$ cat config.mk
export PLATFORM = sky130hd
export DESIGN_NAME = decode_stage
export DESIGN_NICKNAME = d
export VERILOG_FILES = /design/src/rtl/decode_stage_pkg.sv /design/src/rtl/decode_regfile.sv /design/src/rtl/decode_stage.sv
export SDC_FILE = /design/constraint.sdc
export NUM_CORES = 2
export LEC_CHECK = 0
export ABC_AREA = 1
export CAP_MARGIN = 25
export CORE_MARGIN = 1
export CORE_UTILIZATION = 30
export DETAILED_ROUTE_END_ITERATION = 8
export GPL_ROUTABILITY_DRIVEN = 0
export PLACE_DENSITY = 0.57
export SLEW_MARGIN = 25
export SYNTH_ARGS = -nofsm -noshare
export SYNTH_HDL_FRONTEND = slang
export SYNTH_HIERARCHICAL = 1
export SYNTH_SLANG_ARGS = --single-unit
$ cat constraint.sdc
create_clock -name clk_i -period 8.68 [get_ports clk_i]
set_clock_uncertainty 0.15 [all_clocks]
set_input_delay 0.868 -clock clk_i [delete_from_list [all_inputs] [get_ports clk_i]]
set_output_delay 0.868 -clock clk_i [all_outputs]
set_load 0.01 [all_outputs]
$ cat src/rtl/decode_stage_pkg.sv
// Shared CPU definitions for the decode stage: opcodes, branch funct3 codes,
// the decoded control bundle and the decode FSM states.
package decode_stage_pkg;

  localparam logic [6:0] OP_LUI    = 7'b0110111;
  localparam logic [6:0] OP_AUIPC  = 7'b0010111;
  localparam logic [6:0] OP_JAL    = 7'b1101111;
  localparam logic [6:0] OP_JALR   = 7'b1100111;
  localparam logic [6:0] OP_BRANCH = 7'b1100011;
  localparam logic [6:0] OP_LOAD   = 7'b0000011;
  localparam logic [6:0] OP_STORE  = 7'b0100011;
  localparam logic [6:0] OP_IMM    = 7'b0010011;
  localparam logic [6:0] OP_REG    = 7'b0110011;

  localparam logic [2:0] F3_BEQ  = 3'b000;
  localparam logic [2:0] F3_BNE  = 3'b001;
  localparam logic [2:0] F3_BLT  = 3'b100;
  localparam logic [2:0] F3_BGE  = 3'b101;
  localparam logic [2:0] F3_BLTU = 3'b110;
  localparam logic [2:0] F3_BGEU = 3'b111;

  typedef enum logic [1:0] {
    ST_RUN   = 2'd0,
    ST_STALL = 2'd1,
    ST_FLUSH = 2'd2
  } state_e;

  typedef struct packed {
    logic       reg_write;
    logic       mem_read;
    logic       mem_write;
    logic       branch;
    logic       jump;
    logic       alu_imm;
    logic [2:0] funct3;
    logic       funct7b5;
    logic [6:0] opcode;
  } ctrl_t;

  localparam ctrl_t CTRL_NOP = '0;

  // Immediate in 32-bit sign-extended form; the stage widens it to XLEN.
  function automatic logic [31:0] imm32(input logic [31:0] ins);
    logic [31:0] imm;
    case (ins[6:0])
      OP_IMM, OP_LOAD, OP_JALR: imm = {{20{ins[31]}}, ins[31:20]};
      OP_STORE:                 imm = {{20{ins[31]}}, ins[31:25], ins[11:7]};
      OP_BRANCH: imm = {{19{ins[31]}}, ins[31], ins[7], ins[30:25], ins[11:8], 1'b0};
      OP_JAL:    imm = {{11{ins[31]}}, ins[31], ins[19:12], ins[20], ins[30:21], 1'b0};
      OP_LUI, OP_AUIPC:         imm = {ins[31:12], 12'b0};
      default:                  imm = '0;
    endcase
    return imm;
  endfunction

  function automatic logic reads_rs1(input logic [6:0] op);
    return (op == OP_JALR) || (op == OP_BRANCH) || (op == OP_LOAD) ||
           (op == OP_STORE) || (op == OP_IMM) || (op == OP_REG);
  endfunction

  function automatic logic reads_rs2(input logic [6:0] op);
    return (op == OP_BRANCH) || (op == OP_STORE) || (op == OP_REG);
  endfunction

  function automatic ctrl_t decode_ctrl(input logic [31:0] ins);
    ctrl_t c;
    c          = CTRL_NOP;
    c.opcode   = ins[6:0];
    c.funct3   = ins[14:12];
    c.funct7b5 = ins[30];
    case (ins[6:0])
      OP_REG:           c.reg_write = 1'b1;
      OP_IMM:           begin c.reg_write = 1'b1; c.alu_imm = 1'b1; end
      OP_LOAD:          begin c.reg_write = 1'b1; c.mem_read = 1'b1; c.alu_imm = 1'b1; end
      OP_STORE:         begin c.mem_write = 1'b1; c.alu_imm = 1'b1; end
      OP_BRANCH:        c.branch = 1'b1;
      OP_JAL, OP_JALR:  begin c.reg_write = 1'b1; c.jump = 1'b1; c.alu_imm = 1'b1; end
      OP_LUI, OP_AUIPC: begin c.reg_write = 1'b1; c.alu_imm = 1'b1; end
      default:          c = CTRL_NOP;
    endcase
    return c;
  endfunction

endpackage

$ cat src/rtl/decode_regfile.sv
// Architectural register file, two async read ports, one write port.
// DECODE_WB_BYPASS_EN forwards a same-cycle write-back onto the read ports.
module decode_regfile
  import decode_stage_pkg::*;
#(
  parameter int XLEN  = 64,
  parameter int NREGS = 32
) (
  input  logic            clk_i,
  input  logic            we,
  input  logic [4:0]      waddr,
  input  logic [XLEN-1:0] wdata,
  input  logic [4:0]      raddr1,
  input  logic [4:0]      raddr2,
  output logic [XLEN-1:0] rdata1,
  output logic [XLEN-1:0] rdata2
);

  localparam int AW = (NREGS == 16) ? 4 : 5;

  logic [XLEN-1:0] regs [NREGS];
  logic [AW-1:0]   wa, ra1, ra2;

  assign wa  = waddr[AW-1:0];
  assign ra1 = raddr1[AW-1:0];
  assign ra2 = raddr2[AW-1:0];

  always_ff @(posedge clk_i) begin
    if (we && (wa != '0)) regs[wa] <= wdata;
  end

  always_comb begin
    rdata1 = (ra1 == '0) ? '0 : regs[ra1];
    rdata2 = (ra2 == '0) ? '0 : regs[ra2];
`ifdef DECODE_WB_BYPASS_EN
    if (we && (ra1 != '0) && (ra1 == wa)) rdata1 = wdata;
    if (we && (ra2 != '0) && (ra2 == wa)) rdata2 = wdata;
`endif
  end

endmodule

$ cat src/rtl/decode_stage.sv
// Decode stage: register read, load-use stall, branch/JAL resolution and the ID/EX register.
// Optional same-cycle write-back bypass in the register file: DECODE_WB_BYPASS_EN.
module decode_stage
  import decode_stage_pkg::*;
#(
  parameter int XLEN  = 64,
  parameter int NREGS = 32
) (
  input  logic            clk_i,
  input  logic            rst_i,
  input  logic            if_valid_i,
  output logic            if_ready_o,
  input  logic [31:0]     if_instr_i,
  input  logic [XLEN-1:0] if_pc_i,
  input  logic            wb_en_i,
  input  logic [4:0]      wb_rd_i,
  input  logic [XLEN-1:0] wb_data_i,
  input  logic            ex_load_i,
  input  logic [4:0]      ex_rd_i,
  input  logic            ex_ready_i,
  output logic            id_valid_o,
  output ctrl_t           id_ctrl_o,
  output logic [XLEN-1:0] id_rs1_data_o,
  output logic [XLEN-1:0] id_rs2_data_o,
  output logic [XLEN-1:0] id_imm_o,
  output logic [XLEN-1:0] id_pc_o,
  output logic [4:0]      id_rd_o,
  output logic            redirect_o,
  output logic [XLEN-1:0] redirect_pc_o
);

  localparam int AW = (NREGS == 16) ? 4 : 5;

  state_e state_q, state_d;

  logic [6:0]             opcode;
  logic [2:0]             funct3;
  logic [4:0]             rs1, rs2, rd;
  logic [XLEN-1:0]        rs1_val, rs2_val, imm_x, target;
  logic signed [XLEN-1:0] rs1_s, rs2_s;
  ctrl_t                  ctrl_dec;
  logic                   hit1, hit2, load_use, stall, idex_free;
  logic                   accept, take, br_cond, redirect;

  logic                   vld_p1;
  ctrl_t                  ctrl_p1;
  logic [XLEN-1:0]        rs1_p1, rs2_p1, imm_p1, pc_p1;
  logic [4:0]             rd_p1;

  assign opcode = if_instr_i[6:0];
  assign funct3 = if_instr_i[14:12];
  assign rs1    = if_instr_i[19:15];
  assign rs2    = if_instr_i[24:20];
  assign rd     = if_instr_i[11:7];

  decode_regfile #(.XLEN(XLEN), .NREGS(NREGS)) u_regfile (
    .clk_i  (clk_i),
    .we     (wb_en_i),
    .waddr  (wb_rd_i),
    .wdata  (wb_data_i),
    .raddr1 (rs1),
    .raddr2 (rs2),
    .rdata1 (rs1_val),
    .rdata2 (rs2_val)
  );

  assign ctrl_dec = decode_ctrl(if_instr_i);
  assign imm_x    = XLEN'(signed'(imm32(if_instr_i)));
  assign target   = if_pc_i + imm_x;
  assign rs1_s    = rs1_val;
  assign rs2_s    = rs2_val;

  // Only source fields the opcode really uses can create a load-use hazard.
  assign hit1     = reads_rs1(opcode) && (ex_rd_i[AW-1:0] == rs1[AW-1:0]);
  assign hit2     = reads_rs2(opcode) && (ex_rd_i[AW-1:0] == rs2[AW-1:0]);
  assign load_use = ex_load_i && (ex_rd_i[AW-1:0] != '0) && (hit1 || hit2);
  assign stall    = (state_q == ST_RUN) && if_valid_i && load_use;

  assign idex_free  = !vld_p1 || ex_ready_i;
  assign if_ready_o = !rst_i && !stall && idex_free;
  assign accept     = if_valid_i && if_ready_o;
  assign take       = accept && (state_q != ST_FLUSH);

  always_comb begin
    br_cond = 1'b0;
    case (funct3)
      F3_BEQ:  br_cond = (rs1_val == rs2_val);
      F3_BNE:  br_cond = (rs1_val != rs2_val);
      F3_BLT:  br_cond = (rs1_s < rs2_s);
      F3_BGE:  br_cond = (rs1_s >= rs2_s);
      F3_BLTU: br_cond = (rs1_val < rs2_val);
      F3_BGEU: br_cond = (rs1_val >= rs2_val);
      default: br_cond = 1'b0;
    endcase
  end

  assign redirect      = take && (((opcode == OP_BRANCH) && br_cond) || (opcode == OP_JAL));
  assign redirect_o    = redirect;
  assign redirect_pc_o = redirect ? target : '0;

  always_ff @(posedge clk_i) begin
    if (rst_i) state_q <= ST_RUN;
    else       state_q <= state_d;
  end

  // A blocked flush cycle keeps waiting so the wrong-path word is still dropped.
  always_comb begin
    state_d = state_q;
    case (state_q)
      ST_RUN: begin
        if (stall && idex_free) state_d = ST_STALL;
        else if (redirect)      state_d = ST_FLUSH;
      end
      ST_STALL: state_d = redirect ? ST_FLUSH : ST_RUN;
      ST_FLUSH: if (!if_valid_i || if_ready_o) state_d = ST_RUN;
      default:  state_d = ST_RUN;
    endcase
  end

  // ID/EX boundary
  always_ff @(posedge clk_i) begin
    if (rst_i) begin
      vld_p1  <= 1'b0;
      ctrl_p1 <= CTRL_NOP;
      rs1_p1  <= '0;
      rs2_p1  <= '0;
      imm_p1  <= '0;
      pc_p1   <= '0;
      rd_p1   <= '0;
    end else if (idex_free) begin
      vld_p1  <= take;
      ctrl_p1 <= take ? ctrl_dec : CTRL_NOP;
      if (take) begin
        rs1_p1 <= rs1_val;
        rs2_p1 <= rs2_val;
        imm_p1 <= imm_x;
        pc_p1  <= if_pc_i;
        rd_p1  <= ctrl_dec.reg_write ? rd : 5'd0;
      end
    end
  end

  assign id_valid_o    = vld_p1;
  assign id_ctrl_o     = ctrl_p1;
  assign id_rs1_data_o = rs1_p1;
  assign id_rs2_data_o = rs2_p1;
  assign id_imm_o      = imm_p1;
  assign id_pc_o       = pc_p1;
  assign id_rd_o       = rd_p1;

endmodule
==> run metrics <==
#FFs+latches synth between 2000 and 2500; Yosys cell types 58; Mapped Cells approximately 14000; first-pass GRT wire length 700000 um; All-Layer GR Usage 23.8%; CP Launch Type input port; total of fill cells in the finished design around 40000; worst relative slew slack around a fifth; die width roughly 630 um; total gr overflow 0; die area approximately 0.4 sq mm; drc violations 0; Required @ worst endpoint about 7.7 ns; CP max FO 122; CP Data Arrival Time about 7.5 ns; Post-Route M1 WL around 200000 um; highest metal used met5; largest net degree at the start of global routing 159; capturing point of the worst reg2reg path state_q[1]$_SDFFE_PP0P_; Pre-antenna DRT Iters 8; placement row count 230; TritonCTS clock tree done; Via Count between 100k and 150k; Detailed Route WL ~500000 um; DR iter-0 viols approximately 14000; leading area contributor after synthesis edfxtp_1; power per cell area 191 mW/mm^2; measured slew at the worst slew-check pin about 1.2 ns; Synthesis Warnings 6; Area growth, synth to finish 15.2%; WS Path Type input port to output pin; post-route ant nets 0; RSZ-0062 raised after global routing false; fmax 117 MHz; Final Util about a third; Reg2Reg Launch Point u_regfile/regs[4][23]$_DFFE_PP_; LEAKAGE roughly 0.053 uW; clock tree sinks between 2000 and 2500; min Tclk post-route about 8.5 ns; setup repair bufs after CTS 0; Initial Util 30.2%; Root Driver clkbuf_16; clk_lat worst skew ~0.96 ns; Worst path most repeated cell nand2_1; final worst-path cycle share a little over nine tenths; Post-synth EDFFs 2048; reg2reg setup slack ~3.7 ns; top post-synthesis cells by area edfxtp_1 (52%), nand2_1 (15%), nand3_1 (8.6%); htree depth 4; CP max-delay cell nor2_2; max-slew violation count 0; Critical Path End Type output pin; vias in the first global route roughly 100000; final hold vios 0; Mean Syn Cell Area ~8.4 sq um; Post-Syn Area roughly 0.12 sq mm; dpl hpwl roughly 280000 um; start point of the worst hold path wb_data_i[19]; worst hold stages 1; share of the synthesized area in the top cell type 51.8%; Crit path largest cell delay approximately 0.58 ns; HP Class input port to flip-flop; share of layout cells above drive strength 1 under 10%; critical path's top delay family simple AND/OR/NAND/NOR gates; Design Area, Final 0.137 sq mm; CTS clk-pin slew, worst paths ~0.06 ns; Vias/cell between 5 and 6; core region area approximately 0.4 sq mm; Top-Level Pins between 500 and 600; met2 wire length about 220000 um; Longest Clk Path Bufs 4; worst vdd ir 0.174 mV; per-cell routed wire length ~25 um; hold endpoint u_regfile/regs[14][19]$_DFFE_PP_; status completed; nets 14600; Top FF cell, synth edfxtp_1; Post-DP Area ~0.13 sq mm; cts bufs inserted 244; ys async rst share 0%; WP buf/inv 7; hold_ws 0.263 ns; crit path from if_instr_i[20]; Max-Cap Viols 0; R2R cell count 25; Die H about 630 um; antenna violations before repair 61; Finish-stage setup viols 0; routed wl met3 between 50000 and 60000 um; IO Port Bufs between 500 and 600; sequential fraction of the synthesis area between 50 and 60%
-- per-layer routing --
| layer | up-vias | track usage, % |
|---|---|---|
| met5 | - | 0 |
| met4 | 24 | 11.1 |
| met3 | 1221 | 4.35 |
| met2 | 6431 | 37.6 |
| met1 | 51300 | 31.5 |
| li1 | 47800 | - |
-- through the flow --
stage / TNS [ns] / setup slack, ns / cells / total power [uW]
floorplan: 0 / 2.95 / 14200 / 14400
global route: 0 / 0.0725 / 19700 / 26900
CTS: 0 / 0.133 / 19700 / 26200
finish: 0 / 0.162 / 19700 / 26100
global placement: -0.0878 / -0.0336 / 19200 / 15900
detailed placement: 0 / 0.160 / 19300 / 15900
-- cells in the mapped netlist (3+ instances only) --
cell type,count
nor3b_1,5
nor3_1,23
xnor2_1,31
edfxtp_1,2048
o21ai_0,955
buf_4,131
nand3b_1,3
buf_2,436
a21boi_0,4
a21oi_2,3
nand3_2,3
o22ai_1,35
nor4_1,3
xor2_1,19
ha_1,127
a32o_1,3
a31oi_1,39
and3_1,16
buf_6,28
buf_1,91
dfxtp_1,249
a21o_1,14
inv_1,376
o21a_1,9
nand4_1,17
nand3_1,2034
o21ai_1,89
nor2_1,1968
a21oi_1,377
o211ai_1,43
inv_4,3
or2_2,3
inv_2,11
o31ai_1,3
nor2_2,3
a221oi_1,3
o21bai_1,8
nor2_4,3
clkbuf_1,292
nand2_1,4624
-- cells in the final DEF, fill, tap and decap left out, drive strengths merged, types with 3 or more instances in the layout --
cell type      count
bufinv            16
or2                3
dfxtp            249
nand2           4624
diode             17
nand3b             3
nand4             17
nor4               3
o21a               9
o22ai             35
o211ai            43
buf              337
clkinvlp           6
o21bai             8
o31ai              3
a21o              14
a32o               3
o21ai           1046
nor2            1974
xor2              19
conb              64
xnor2             31
clkinv            88
a21boi             6
ha               127
edfxtp          2048
a21oi            380
nand3           2037
nor3b              5
a31oi             39
nor3              26
clkbuf           340
inv              394
and3              16
clkdlybuf4s50    452
a221oi             3
-- how the worst max path moves through the flow --
| stage | endpoint | slack [ns] | depth (start not counted) |
|---|---|---|---|
| 2_1_floorplan | redirect_pc_o[42] | 2.95 | 24 |
| 3_3_place_gp | redirect_pc_o[56] | -0.03 | 29 |
| 3_5_place_dp | redirect_pc_o[56] | 0.16 | 29 |
| 4_1_cts | redirect_pc_o[56] | 0.13 | 29 |
| 5_1_grt | redirect_pc_o[56] | 0.07 | 32 |
| 6_report | redirect_pc_o[56] | 0.16 | 28 |
-- power breakdown --
part           internal [uW]  total (uW)  leakage [uW]  switching [uW]
clock                   5840       10400       0.00373            4560
sequential             12200       12300        0.0205            98.1
combinational            942        3350        0.0290            2410
total                  19000       26100        0.0533            7060
-- kinds of logic (layout without fill, tap and decap cells) --
group,Yosys count,after routing,share of synthesized area (%)
xor gates and xnor gates,50,50,0.369
buffers and inverters,1372,1633,5.39
other,1,81,0.00316
AOI/OAI and AO/OA,1599,1599,7.07
DFF,2297,2297,56.0
adders and majority gates,128,128,1.35
and+or+nand+nor,8708,8708,29.8
-- flip-flops by register name (all words and copies together) (netlist names) --
register,count
id_rs1_data_o,64
id_ctrl_o,17
id_rd_o,5
id_rs2_data_o,64
id_pc_o,64
id_valid_o,1
u_regfile/regs,2048
state_q,2
id_imm_o,32
-- timing repair --
item	4_1_cts	5_1_grt
setup endpoints to repair	0	35
hold buffers	0	0
gates resized for setup	0	8
endpoints found under the hold margin	0	0
-- cell type report --
| class | instances | area [sq um] | area share, % |
|---|---|---|---|
| flip-flops and latches | 2297 | 66500 | 48.6 |
| well taps | 5220 | 6530 | 4.77 |
| diodes | 17 | 42.5 | 0.0311 |
| clock buffers | 338 | 6730 | 4.92 |
| inverters | 393 | 1590 | 1.16 |
| clock inverters | 111 | 936 | 0.684 |
| multi-input cells | 10500 | 46500 | 33.9 |
| repair buffers | 791 | 8090 | 5.91 |
Power figures use the tool's default switching activity.
